==> src/rtl/dmr_stream_join.sv <==
// Joins NUM_IN redundant streams into one, flagging mismatches and skew timeouts.
// Latency: 1 cycle from matching input beat to valid_o (single output register).
// Backpressure: matching beats wait for a free output stage; mismatches and timeouts are always consumed.
module dmr_stream_join #(
  parameter type T        = logic,
  parameter int  NUM_IN   = 2,
  parameter int  MAX_SKEW = 4,
  parameter int  CNT_W    = 8
) (
  input  logic              clk_i,
  input  logic              rst_ni,
  input  logic [NUM_IN-1:0] valid_i,
  output logic [NUM_IN-1:0] ready_o,
  input  T                  data_i [NUM_IN],
  output logic              valid_o,
  input  logic              ready_i,
  output T                  data_o,
  output logic              error_o,
  output logic              repeat_o,
  input  logic              clear_i,
  output logic [CNT_W-1:0]  fault_cnt_o
);

  localparam int SW = $clog2(MAX_SKEW + 1);

  typedef enum logic {ALIGNED, SKEWED} state_t;

  state_t          state_q, state_d;
  logic [SW-1:0]   skew_cnt_q, skew_cnt_d;
  logic            full_q;
  T                data_q;
  logic            repeat_q;
  logic [CNT_W-1:0] fault_cnt_q;

  logic all_v, none_v, part_v, eq, free, accept, timeout, mismatch;

  assign all_v    = &valid_i;
  assign none_v   = ~|valid_i;
  assign part_v   = !all_v && !none_v;
  assign free     = !full_q || ready_i;
  assign mismatch = all_v && !eq;

  // Full-width payload comparison of every source against source 0
  always_comb begin
    eq = 1'b1;
    for (int k = 1; k < NUM_IN; k++) begin
      if (data_i[k] != data_i[0]) eq = 1'b0;
    end
  end

  // Skew FSM next state: count partially valid cycles, give up after MAX_SKEW of them
  always_comb begin
    state_d    = state_q;
    skew_cnt_d = skew_cnt_q;
    timeout    = 1'b0;
    case (state_q)
      ALIGNED: begin
        if (part_v) begin
          state_d    = SKEWED;
          skew_cnt_d = SW'(1);
        end
      end
      SKEWED: begin
        if (!part_v) begin
          state_d    = ALIGNED;
          skew_cnt_d = '0;
        end else if (skew_cnt_q == SW'(MAX_SKEW)) begin
          timeout    = 1'b1;
          state_d    = ALIGNED;
          skew_cnt_d = '0;
        end else begin
          skew_cnt_d = skew_cnt_q + SW'(1);
        end
      end
      default: begin
        state_d    = ALIGNED;
        skew_cnt_d = '0;
      end
    endcase
  end

  // Handshake decode: matches wait for space, mismatches flush, timeouts drop only offered beats
  always_comb begin
    ready_o = '0;
    accept  = 1'b0;
    error_o = 1'b0;
    if (all_v) begin
      if (!eq) begin
        ready_o = '1;
        error_o = 1'b1;
      end else if (free) begin
        ready_o = '1;
        accept  = 1'b1;
      end
    end else if (timeout) begin
      ready_o = valid_i;
      error_o = 1'b1;
    end
  end

  // Skew FSM state register
  always_ff @(posedge clk_i or negedge rst_ni) begin
    if (!rst_ni) begin
      state_q    <= ALIGNED;
      skew_cnt_q <= '0;
    end else begin
      state_q    <= state_d;
      skew_cnt_q <= skew_cnt_d;
    end
  end

  // Output stage: load on accept, empty on downstream handshake without a refill
  always_ff @(posedge clk_i or negedge rst_ni) begin
    if (!rst_ni) begin
      full_q <= 1'b0;
      data_q <= '0;
    end else begin
      if (accept) begin
        full_q <= 1'b1;
        data_q <= data_i[0];
      end else if (ready_i) begin
        full_q <= 1'b0;
      end
    end
  end

  // Fault reporting: one-cycle repeat request and saturating fault counter, clear wins
  always_ff @(posedge clk_i or negedge rst_ni) begin
    if (!rst_ni) begin
      repeat_q    <= 1'b0;
      fault_cnt_q <= '0;
    end else begin
      repeat_q <= error_o;
      if (clear_i) begin
        fault_cnt_q <= '0;
      end else if (error_o && (fault_cnt_q != {CNT_W{1'b1}})) begin
        fault_cnt_q <= fault_cnt_q + CNT_W'(1);
      end
    end
  end

  assign valid_o     = full_q;
  assign data_o      = data_q;
  assign repeat_o    = repeat_q;
  assign fault_cnt_o = fault_cnt_q;

  // mismatch is kept as a readable alias of the all-valid-but-different condition
  logic unused_mismatch;
  assign unused_mismatch = mismatch;

endmodule

==> config.mk <==
export PLATFORM = sky130hd
export DESIGN_NAME = dmr_stream_join
export DESIGN_NICKNAME = d
export VERILOG_FILES = /design/src/rtl/dmr_stream_join.sv
export SDC_FILE = /design/constraint.sdc
export NUM_CORES = 1
export LEC_CHECK = 0
export BUFFER_PORTS_ARGS = -buffer_cell sky130_fd_sc_hd__buf_2
export CAP_MARGIN = 20
export CELL_PAD_IN_SITES_DETAIL_PLACEMENT = 1
export CELL_PAD_IN_SITES_GLOBAL_PLACEMENT = 2
export CORE_ASPECT_RATIO = 0.6
export CORE_MARGIN = 3
export CORE_UTILIZATION = 31
export DETAILED_ROUTE_END_ITERATION = 10
export GPL_ROUTABILITY_DRIVEN = 0
export PLACE_DENSITY = 0.84
export REMOVE_ABC_BUFFERS = 1
export SLEW_MARGIN = 40
export SYNTH_ARGS = -nofsm -noshare
export SYNTH_HDL_FRONTEND = slang
export SYNTH_SLANG_ARGS = --single-unit
==> constraint.sdc <==
create_clock -name clk_i -period 2.2 [get_ports clk_i]
set_clock_uncertainty 0.05 [all_clocks]
set_input_delay 0.22 -clock clk_i [delete_from_list [all_inputs] [get_ports clk_i]]
set_output_delay 0.22 -clock clk_i [all_outputs]
set_load 0.03 [all_outputs]
==> summary.md <==
| Metric | Value |
|---|---|
| Worst EP arrival | `around 1.7 ns` |
| H-tree level count | `1` |
| CTS tree | `yes` |
| Hold Path Stages | `3` |
| Post-Syn Area per Cell | `between 9 and 10 um^2` |
| Chip height | `47.17 um` |
| Vias in the first global route | `794` |
| CP Launch Type | `flip-flop` |
| Gate count after technology mapping | `between 90 and 100` |
| Slew margin rel. | `71.01%` |
| Final core occ | `41.36%` |
| DRT Pass-1 Iters | `2` |
| RSZ-0062 raised after global routing | `no` |
| Combinational power share | `between 20% and 30%` |
| Crit path capture type | `output port` |
| Die ar. | `about 0.0035 mm^2` |
| Syn Std Cell Area | `approximately 880 um^2` |
| Sequential cell area | `375.4 um^2` |
| Register share of total power | `45.7%` |
| Fill cell count | `318` |
| Min-delay src | `data_i[1]` |
| Setup CP Type | `reg -> out` |
| Outcome | `completed` |
| Max FO, Critical Path | `13` |
| Core region area | `0.002592 mm^2` |
| 1st-iter DRT viols | `61` |
| Post-CTS Setup Bufs | `0` |
| First-pass GRT wire length | `3898 um` |
| Share of layout cells above drive strength 1 | `about 28%` |
| Worst ir drop on vdd | `0.0002333 V` |
| Fin Hold WS | `between 0.2 and 0.25 ns` |
| Worst R2R End | `fault_cnt_o[5]` |
| Power Dens Cells | `about 640 mW/mm^2` |
| CTS clk-pin slew, worst paths | `about 0.060 ns` |
| DR WL/cell | `around 16 um` |
| CP required | `between 1.5 and 2 ns` |
| Crit share post-route | `~90%` |
| Worst slew pin tran | `0.4334 ns` |
| R2r startpoint | `skew_cnt_q[0]` |
| Final net count | `128` |
| Initial antenna violation count | `0` |
| Inserted Clock Buffers | `3` |
| Final Max Slew Viols | `0` |
| Worst-Skew Late Latency | `0.25 ns` |
| Reg-to-reg slack, setup | `0.24 ns` |
| Chip width | `74.62 um` |
| Placed Area | `0.001006 mm^2` |
| Switching power share of the total | `30.85%` |
| Final instance area | `0.001072 mm^2` |
| ANT nets after route | `0` |
| Row Count | `14` |
| Setup Viol. Count Final | `0` |
| Setup_tns | `0 ns` |
| DRC violations left | `0` |
| Root buf cell | `clkbuf_8` |
| GRT Total Usage | `15.62%` |
| Leak | `0.0005380 uW` |
| YS warnings | `0` |
| Starting utilization of the core area | `around a third` |
| Clock power frac | `34.0%` |
| Final hold vios | `0` |
| Period minus WS final | `1.981 ns` |
| Bufs on Longest Clock Path | `2` |
| Footprint of the multi-input gates | `470.5 um^2` |
| Count of cell types in the netlist | `33` |
| P_sw | `212.2 uW` |
| Sequential share of the synthesized area | `42.86%` |
| Hold EP | `data_o` |
| Largest net degree at the start of global routing | `16` |
| # IOs | `22` |
| MaxCap Viol Count | `0` |
| Avg Vias per Cell | `5.231` |
| Final HPWL DP | `around 1800 um` |
| Fmax | `a little over 500 MHz` |
| Grt ovf | `0` |
| I/O Buffers | `21` |
| Int Power | `between 400 and 500 uW` |
| Flops & latches, synth | `15` |
| N_diodes | `0` |
| Worst hold path type | `in -> reg` |
| Layout overhead on the synthesized area | `22.43%` |
| Clock sink count | `15` |
| Via Count | `769` |
| WL final | `between 2000 and 2500 um` |
| R2R cell count | `6` |
-- synthesized netlist by cell type --
library cell / n / area (um^2)
nand2_1: 9 / 33.78
mux2i_1: 1 / 10.01
o31ai_1: 2 / 15.01
o21ai_0: 5 / 25.02
xor2_2: 1 / 16.27
inv_1: 7 / 26.28
nor3b_1: 1 / 7.510
o311ai_0: 1 / 8.760
nor3_1: 1 / 5.000
clkbuf_1: 1 / 3.750
a2bb2oi_2: 1 / 15.01
nor2_1: 10 / 37.54
buf_6: 1 / 11.26
nand2b_1: 1 / 6.260
or3_1: 1 / 6.260
a31oi_1: 2 / 12.51
ha_1: 4 / 50.05
mux2_1: 1 / 11.26
nand3b_1: 1 / 7.510
o41ai_1: 1 / 8.760
a21oi_1: 4 / 20.02
a21o_1: 3 / 22.52
nand3_2: 1 / 10.01
nor2b_1: 3 / 18.77
nor4_1: 1 / 6.260
dfrtp_1: 15 / 375.4
or4_1: 2 / 15.01
nand3b_2: 1 / 11.26
nand4_1: 2 / 12.51
nand3_1: 3 / 15.01
nor4_2: 1 / 12.51
mux2_2: 2 / 22.52
nor3_4: 1 / 16.27
-- layout make-up --
class / instances / share of cell area [%]
clock buffers: 4 / 4.201
repair buffers: 22 / 10.74
multi-input cells: 67 / 43.87
well taps: 32 / 3.734
inverters: 7 / 2.450
flip-flops and latches: 15 / 35.01
-- sequential cells by signal, indices dropped and copies added, names as in the netlist --
register	count
fault_cnt_o	8
skew_cnt_q	3
data_o	1
repeat_o	1
state_q	1
valid_o	1
-- timing repair --
action / 4_1_cts / 5_1_grt
resized for setup: 0 / 1
hold endpoints to repair: 15 / 0
setup endpoints to repair: 0 / 1
hold buffers: 1 / 0
-- metal layers --
layer | part of all wire [%] | wire, um | global-route usage [%] | vias up
met5 | 0 | 0 | 0 | -
met4 | 1.7 | 40 | 8.511 | 0
met3 | 3.1 | 74 | 5.128 | 5
met2 | 46 | 1092 | 24.96 | 10
met1 | 49 | 1155 | 19.10 | 380
li1 | - | - | - | 374
-- cell families (layout without fill, tap and decap cells) --
logic type | after synthesis | after routing | share of synthesized area, %
AO/OA/AOI/OAI | 19 | 19 | 14.57
multiplexers | 4 | 4 | 5.000
XOR/XNOR | 1 | 1 | 1.858
AND/OR/NAND/NOR | 39 | 39 | 25.29
flip-flops | 15 | 15 | 42.86
adder cells (fa/ha/maj) | 4 | 4 | 5.715
buffers and inverters | 9 | 33 | 4.714
-- cells in the final DEF, fill, tap and decap left out, types with 2 or more instances in the layout --
master / instances
nand4_1: 2
buf_2: 21
nand2_1: 9
a31oi_1: 2
a21oi_1: 4
nor2b_1: 3
o31ai_1: 2
dfrtp_1: 15
ha_1: 4
mux2_2: 2
a21o_1: 3
clkbuf_8: 3
nor2_1: 10
nand3_1: 3
inv_1: 7
o21ai_0: 5
or4_1: 2
-- how the worst max path moves through the flow --
stage / start / to / cells after the start / slack (ns)
after global placement: valid_i[0] / fault_cnt_o[5] / 6 / 0.33
after detailed placement: valid_i[0] / fault_cnt_o[5] / 6 / 0.22
after floorplan: fault_cnt_o[0] / fault_cnt_o[6] / 5 / 0.41
after global routing: skew_cnt_q[0] / error_o / 6 / 0.1
after CTS: skew_cnt_q[0] / error_o / 6 / 0.05
final: skew_cnt_q[0] / error_o / 6 / 0.22
-- power by group through the flow --
stage	Combinational (uW)	Clock [uW]	Sequential, uW
after detailed placement	136	0	319
final	139	234	315
after floorplan	76.0	0	326
after global routing	153	259	317
after global placement	129	0	318
after CTS	137	246	315
-- critical path, cell delays in order (launching register included) --
cell and delay, ns:
dfrtp_1 0.36, inv_1 0.08, ha_1 0.23, nand2_1 0.17, a2bb2oi_4 0.33, inv_1 0.10
buf_2 0.19
-- per-stage QoR --
stage | cells | worst slack (ns) | total power, uW
6_report | 147 | 0.2187 | 687.8
4_1_cts | 147 | 0.05330 | 698.2
2_1_floorplan | 89 | 0.4119 | 402.0
5_1_grt | 147 | 0.09625 | 730.0
3_5_place_dp | 142 | 0.2153 | 454.9
3_3_place_gp | 142 | 0.3251 | 446.7
Note: power is estimated with default switching activity, not from simulation.
